[src/rtl/seq_pkg.sv]
// Shared definitions for the serial sequence link: FSM state codes (also used by the
// detector's present_state view), the default pattern width and the reference pattern.
package seq_pkg;

  localparam int STATE_W = 3;

  localparam logic [STATE_W-1:0] ST_IDLE = 3'd0;
  localparam logic [STATE_W-1:0] ST_SEND = 3'd1;
  localparam logic [STATE_W-1:0] ST_GAP  = 3'd2;
  localparam logic [STATE_W-1:0] ST_DONE = 3'd3;

  localparam int DEF_PAT_W = 4;
  localparam logic [DEF_PAT_W-1:0] REF_PATTERN = 4'b1010;

  function automatic logic is_busy_state(input logic [STATE_W-1:0] s);
    return (s == ST_SEND) || (s == ST_GAP) || (s == ST_DONE);
  endfunction

endpackage

[src/rtl/seq_piso_shift.sv]
// Parallel-load, MSB-first shift register. Exposes the MSB it will hold after the
// coming edge so the owner can register the serial bit without a cycle of lag.
module seq_piso_shift #(
  parameter int W = 4
) (
  input  logic         clk,
  input  logic         reset,
  input  logic         load,
  input  logic         shift,
  input  logic [W-1:0] load_data,
  output logic         next_msb
);

  logic [W-1:0] data;

  // NOTE: sequential state is written with non-blocking assignments only.
  always_ff @(posedge clk) begin
    if (reset) begin
      data <= '0;
    end else if (load) begin
      data <= load_data;
    end else if (shift) begin
      data <= {data[W-2:0], 1'b0};
    end
  end

  always_comb begin
    next_msb = data[W-1];
    if (load) begin
      next_msb = load_data[W-1];
    end else if (shift) begin
      next_msb = data[W-2];
    end
  end

endmodule

[src/rtl/seq_pattern_gen.sv]
// Serial bit-pattern generator: sends a latched pattern MSB-first, repeat_count times,
// with an optional idle gap between repetitions. All outputs are registered.
module seq_pattern_gen
  import seq_pkg::*;
#(
  parameter int   PAT_W    = DEF_PAT_W,
  parameter int   CNT_W    = 4,
  parameter int   GAP_W    = 4,
  parameter logic IDLE_BIT = 1'b0
) (
  input  logic               clk,
  input  logic               reset,
  input  logic               start,
  input  logic [PAT_W-1:0]   pattern,
  input  logic [CNT_W-1:0]   repeat_count,
  input  logic [GAP_W-1:0]   gap_cycles,
  input  logic               abort,
  output logic               output_bit,
  output logic               bit_valid,
  output logic               busy,
  output logic               done,
  output logic [STATE_W-1:0] present_state
);

  localparam int IDX_W = $clog2(PAT_W);
  localparam logic [IDX_W-1:0] LAST_IDX = IDX_W'(PAT_W - 1);

  logic [STATE_W-1:0] state, state_d;
  logic [IDX_W-1:0]   bit_idx, bit_idx_d;
  logic [CNT_W-1:0]   rep_left, rep_left_d;
  logic [GAP_W-1:0]   gap_len, gap_len_d;
  logic [GAP_W-1:0]   gap_left, gap_left_d;
  logic [PAT_W-1:0]   pat_q, pat_d;
  logic [PAT_W-1:0]   load_data;
  logic               load, shift, next_msb;

  seq_piso_shift #(.W(PAT_W)) u_piso (
    .clk       (clk),
    .reset     (reset),
    .load      (load),
    .shift     (shift),
    .load_data (load_data),
    .next_msb  (next_msb)
  );

  always_comb begin
    // NOTE: every signal gets a default first so no path infers a latch.
    state_d    = state;
    bit_idx_d  = bit_idx;
    rep_left_d = rep_left;
    gap_len_d  = gap_len;
    gap_left_d = gap_left;
    pat_d      = pat_q;
    load_data  = pat_q;
    load       = 1'b0;
    shift      = 1'b0;

    case (state)
      ST_IDLE: begin
        if (start) begin
          pat_d      = pattern;
          rep_left_d = repeat_count;
          gap_len_d  = gap_cycles;
          load_data  = pattern;
          bit_idx_d  = '0;
          if (repeat_count != '0) begin
            load    = 1'b1;
            state_d = ST_SEND;
          end else begin
            state_d = ST_DONE;
          end
        end
      end

      ST_SEND: begin
        if (bit_idx == LAST_IDX) begin
          bit_idx_d = '0;
          if (rep_left > CNT_W'(1)) begin
            rep_left_d = rep_left - CNT_W'(1);
            // Zero gap reloads straight away so the next MSB follows the LSB directly.
            if (gap_len == '0) begin
              load = 1'b1;
            end else begin
              gap_left_d = gap_len;
              state_d    = ST_GAP;
            end
          end else begin
            rep_left_d = '0;
            state_d    = ST_DONE;
          end
        end else begin
          shift     = 1'b1;
          bit_idx_d = bit_idx + IDX_W'(1);
        end
      end

      ST_GAP: begin
        if (gap_left <= GAP_W'(1)) begin
          gap_left_d = '0;
          load       = 1'b1;
          state_d    = ST_SEND;
        end else begin
          gap_left_d = gap_left - GAP_W'(1);
        end
      end

      ST_DONE: state_d = ST_IDLE;

      default: state_d = ST_IDLE;
    endcase

    // Abort only matters once a transfer is under way; start wins in IDLE.
    if (abort && (state != ST_IDLE)) begin
      state_d = ST_IDLE;
      load    = 1'b0;
      shift   = 1'b0;
    end
  end

  always_ff @(posedge clk) begin
    if (reset) begin
      state      <= ST_IDLE;
      bit_idx    <= '0;
      rep_left   <= '0;
      gap_len    <= '0;
      gap_left   <= '0;
      pat_q      <= '0;
      output_bit <= IDLE_BIT;
      bit_valid  <= 1'b0;
      busy       <= 1'b0;
      done       <= 1'b0;
    end else begin
      state      <= state_d;
      bit_idx    <= bit_idx_d;
      rep_left   <= rep_left_d;
      gap_len    <= gap_len_d;
      gap_left   <= gap_left_d;
      pat_q      <= pat_d;
      output_bit <= (state_d == ST_SEND) ? next_msb : IDLE_BIT;
      bit_valid  <= (state_d == ST_SEND);
      busy       <= is_busy_state(state_d);
      done       <= (state_d == ST_DONE);
    end
  end

  assign present_state = state;

endmodule

[config.mk]
export PLATFORM = sky130hd
export DESIGN_NAME = seq_pattern_gen
export DESIGN_NICKNAME = d
export VERILOG_FILES = /design/src/rtl/seq_pkg.sv /design/src/rtl/seq_piso_shift.sv /design/src/rtl/seq_pattern_gen.sv
export SDC_FILE = /design/constraint.sdc
export NUM_CORES = 1
export LEC_CHECK = 0
export BUFFER_PORTS_ARGS = -buffer_cell sky130_fd_sc_hd__buf_2
export CAP_MARGIN = 10
export CORE_MARGIN = 2
export CORE_UTILIZATION = 29
export DETAILED_ROUTE_END_ITERATION = 16
export PLACE_DENSITY = 0.47
export SYNTH_ARGS = -nofsm -noshare
export SYNTH_HDL_FRONTEND = slang
export SYNTH_HIERARCHICAL = 1
export SYNTH_SLANG_ARGS = --single-unit
[constraint.sdc]
create_clock -name clk -period 4.85 [get_ports clk]
set_input_delay 0.2425 -clock clk [delete_from_list [all_inputs] [get_ports clk]]
set_output_delay 0.2425 -clock clk [all_outputs]
set_load 0.05 [all_outputs]
==> flow_metrics.tcl <==
set metrics [dict create \
    p_total_uw 532 \
    setup_viol 0 \
    clockBufferDepth 2 \
    cts.sinks 29 \
    irDropWorstVdd_v 0.000156 \
    r2r-end "output_bit" \
    p_per_area_mw_per_mm2 309 \
    ys_warn_count 6 \
    tns_ps 0 \
    hp-class "input pin to register" \
    grt_pass1_vias 1252 \
    vias_per_cell 4.98 \
    cts_setup_buffers 0 \
    fin_nets 208 \
    p_leak_nw 0.678 \
    drtIter0Drc 35 \
    r2r_slack_ps 2640 \
    cts_root_buf "clkbuf_8" \
    multi_input_area_um2 813 \
    synth_top_area_share_pct 40.1 \
    grt_max_degree 24 \
    grt_use_total_pct 13.0 \
    ctsHoldBuffers 0 \
    maxSlewViolCount 0 \
    cts.repair.resized 0 \
    holdPathEnd "gap_len[0]" \
    maxSlewHeadroom_pct 50.9 \
    ys_top_cells_by_area "dfxtp_1 (40%), mux2i_1 (5.5%), nor2_1 (5.2%)" \
    core-area_mm2 0.00475 \
    synth_cells 162 \
    syn_nets 183 \
    end_kind "register" \
    worstHoldStart "gap_cycles[0]" \
    cp_max_fo 9 \
    period_share_pct 45.5 \
    ant_nets 0 \
    synth_ff_type "dfxtp_1" \
    port_buffers 22 \
    synthArstFlopShare_pct 0 \
    worstRegToRegCells 7 \
    overflow 0 \
    wl_per_cell_um 12.4 \
    cp-start-kind "register" \
    path_clk_slew_ps 60 \
    die_w_um 74.7 \
    die_h_um 74.7 \
    syn_area_mm2 0.00145 \
    rows 25 \
    h-tree-depth 2 \
    dp_hpwl_um 2380 \
    avgSynthCellArea_um2 8.94 \
    synth-seq-cells 29 \
    worstSetupPathType "register to register" \
    gp_congestion 0.811 \
    required_ps 5030 \
    fillers 532 \
    synth.distinct_cells 39 \
    numCtsBuffers 5 \
    dieArea_mm2 0.00557 \
    regToRegStartpoint "present_state[0]" \
    synth_edf_count 0 \
    rsz0062_at_grt "false" \
    wl_um 3170 \
    diodes 0 \
    min_path_cells 3 \
    cts_tree "built" \
    layout-drive-gt1-share_pct 23.4 \
    drtPass1Iterations 5 \
    crit_arrival_ps 2380 \
    period_needed_ps 2210 \
    clock.fmax_mhz 453 \
    regArea_um2 581 \
    run_status "complete, no violations" \
    synth_seq_area_share_pct 40.1 \
    syn_to_final_growth_pct 19.0 \
    initial_core_util_pct 30.4 \
    drc 0 \
    yosys.area.top_type "dfxtp_1" \
    clock_latency_ps 280 \
    max_cap_viol_count 0 \
    vias 1269 \
    antenna_found_initial 0 \
    grt_pass1_wl_um 5440 \
    skew_ps 4.56 \
    hold_viol 0 \
    tightestPinTransition_ps 731 \
    ioPinCount 23 \
]
-- worst max path at each step --
stage                     start              to  slack [ps]  cells past startpoint
2_1_floorplan  present_state[0]      output_bit        2510                      7
3_3_place_gp   present_state[0]      output_bit        2720                      5
3_5_place_dp   present_state[0]      output_bit        2650                      7
4_1_cts        present_state[0]      output_bit        2620                      5
5_1_grt        present_state[0]  u_piso/data[3]        2390                      6
6_report       present_state[0]      output_bit        2640                      7
-- per-stage QoR --
stage | std cells | util (%) | setup WS, ps | area, µm² | hold slack (ps)
6_report | 255 | 36.2 | 2640 | 1720 | 204
5_1_grt | 255 | 36.2 | 2390 | 1720 | 211
4_1_cts | 255 | 36.2 | 2620 | 1720 | 202
3_5_place_dp | 247 | 34.1 | 2650 | 1620 | 496
3_3_place_gp | 247 | 34.1 | 2720 | 1620 | 479
2_1_floorplan | 162 | - | 2510 | 1450 | 312
-- critical path, cell delays in order (launching register included) --
cell     delay (ps)
dfxtp_1         520
or3b_1          540
nor2_1          200
nand2_1          80
a21oi_1         340
nor2b_1         230
a21oi_1          60
and3_1          140
-- layout by cell type (no fill, tap or decap), types with 2 or more instances in the layout --
cell and n:
clkbuf_8 7, nor2_1 20, nor2b_1 7, o31ai_1 5
buf_2 22, a21oi_1 10, inv_1 7, mux2_2 4
nor3b_4 2, o21ai_0 8, dfxtp_1 29, o211ai_1 2
nand2_1 10, nand2b_1 3, ha_1 5, nor3_1 8
a211oi_1 7, or3b_1 2, a22oi_1 3, mux2i_1 8
-- state kept, by name, summed over array words and instances (netlist names) --
signal / cells
rep_left: 4
busy: 1
present_state: 3
done: 1
gap_len: 4
output_bit: 1
u_piso/data: 4
bit_valid: 1
pat_q: 4
bit_idx: 2
gap_left: 4
-- cell usage after synthesis (2+ instances only) --
| library cell | n |
|---|---|
| mux2_2 | 4 |
| o31ai_1 | 5 |
| a21oi_1 | 10 |
| ha_1 | 5 |
| nor3b_4 | 2 |
| buf_4 | 2 |
| nor2b_1 | 7 |
| nand2b_1 | 3 |
| dfxtp_1 | 29 |
| o211ai_1 | 2 |
| nor2_1 | 20 |
| a211oi_1 | 7 |
| a22oi_1 | 3 |
| or3b_1 | 2 |
| o21ai_0 | 8 |
| mux2i_1 | 8 |
| nor3_1 | 8 |
| inv_1 | 7 |
| nand2_1 | 10 |
-- kinds of logic after synthesis --
logic type	after synthesis	synth area share (%)
and+or+nand+nor	61	23.8
muxes	12	8.64
AOI/OAI and AO/OA	42	19.2
other	1	0.259
DFF	29	40.1
adders and majority gates	5	4.32
buffers and inverters	12	3.72
-- layout make-up --
class / count / share of cell area, %
multi-input combinational: 121 / 47.2
sequential: 29 / 33.7
clock buffer: 7 / 5.59
clock inverter: 1 / 0.290
timing repair buffer: 23 / 6.83
inverter: 7 / 1.53
tap: 67 / 4.87
-- where the power goes --
part	internal (mW)	total [mW]	switching [mW]	leakage, nW
clock network	0.128	0.219	0.0909	0.0542
registers	0.247	0.255	0.00813	0.236
logic	0.0251	0.0583	0.0332	0.387
total	0.400	0.532	0.132	0.678
-- routing by layer --
layer,vias to the layer above,track usage (%),wire [µm]
met1,594,14.0,1420
met3,8,4.42,145
met5,-,0,0
li1,636,-,-
met2,31,22.0,1520
met4,0,8.13,88
No activity file was read; power rests on OpenSTA's default activity.
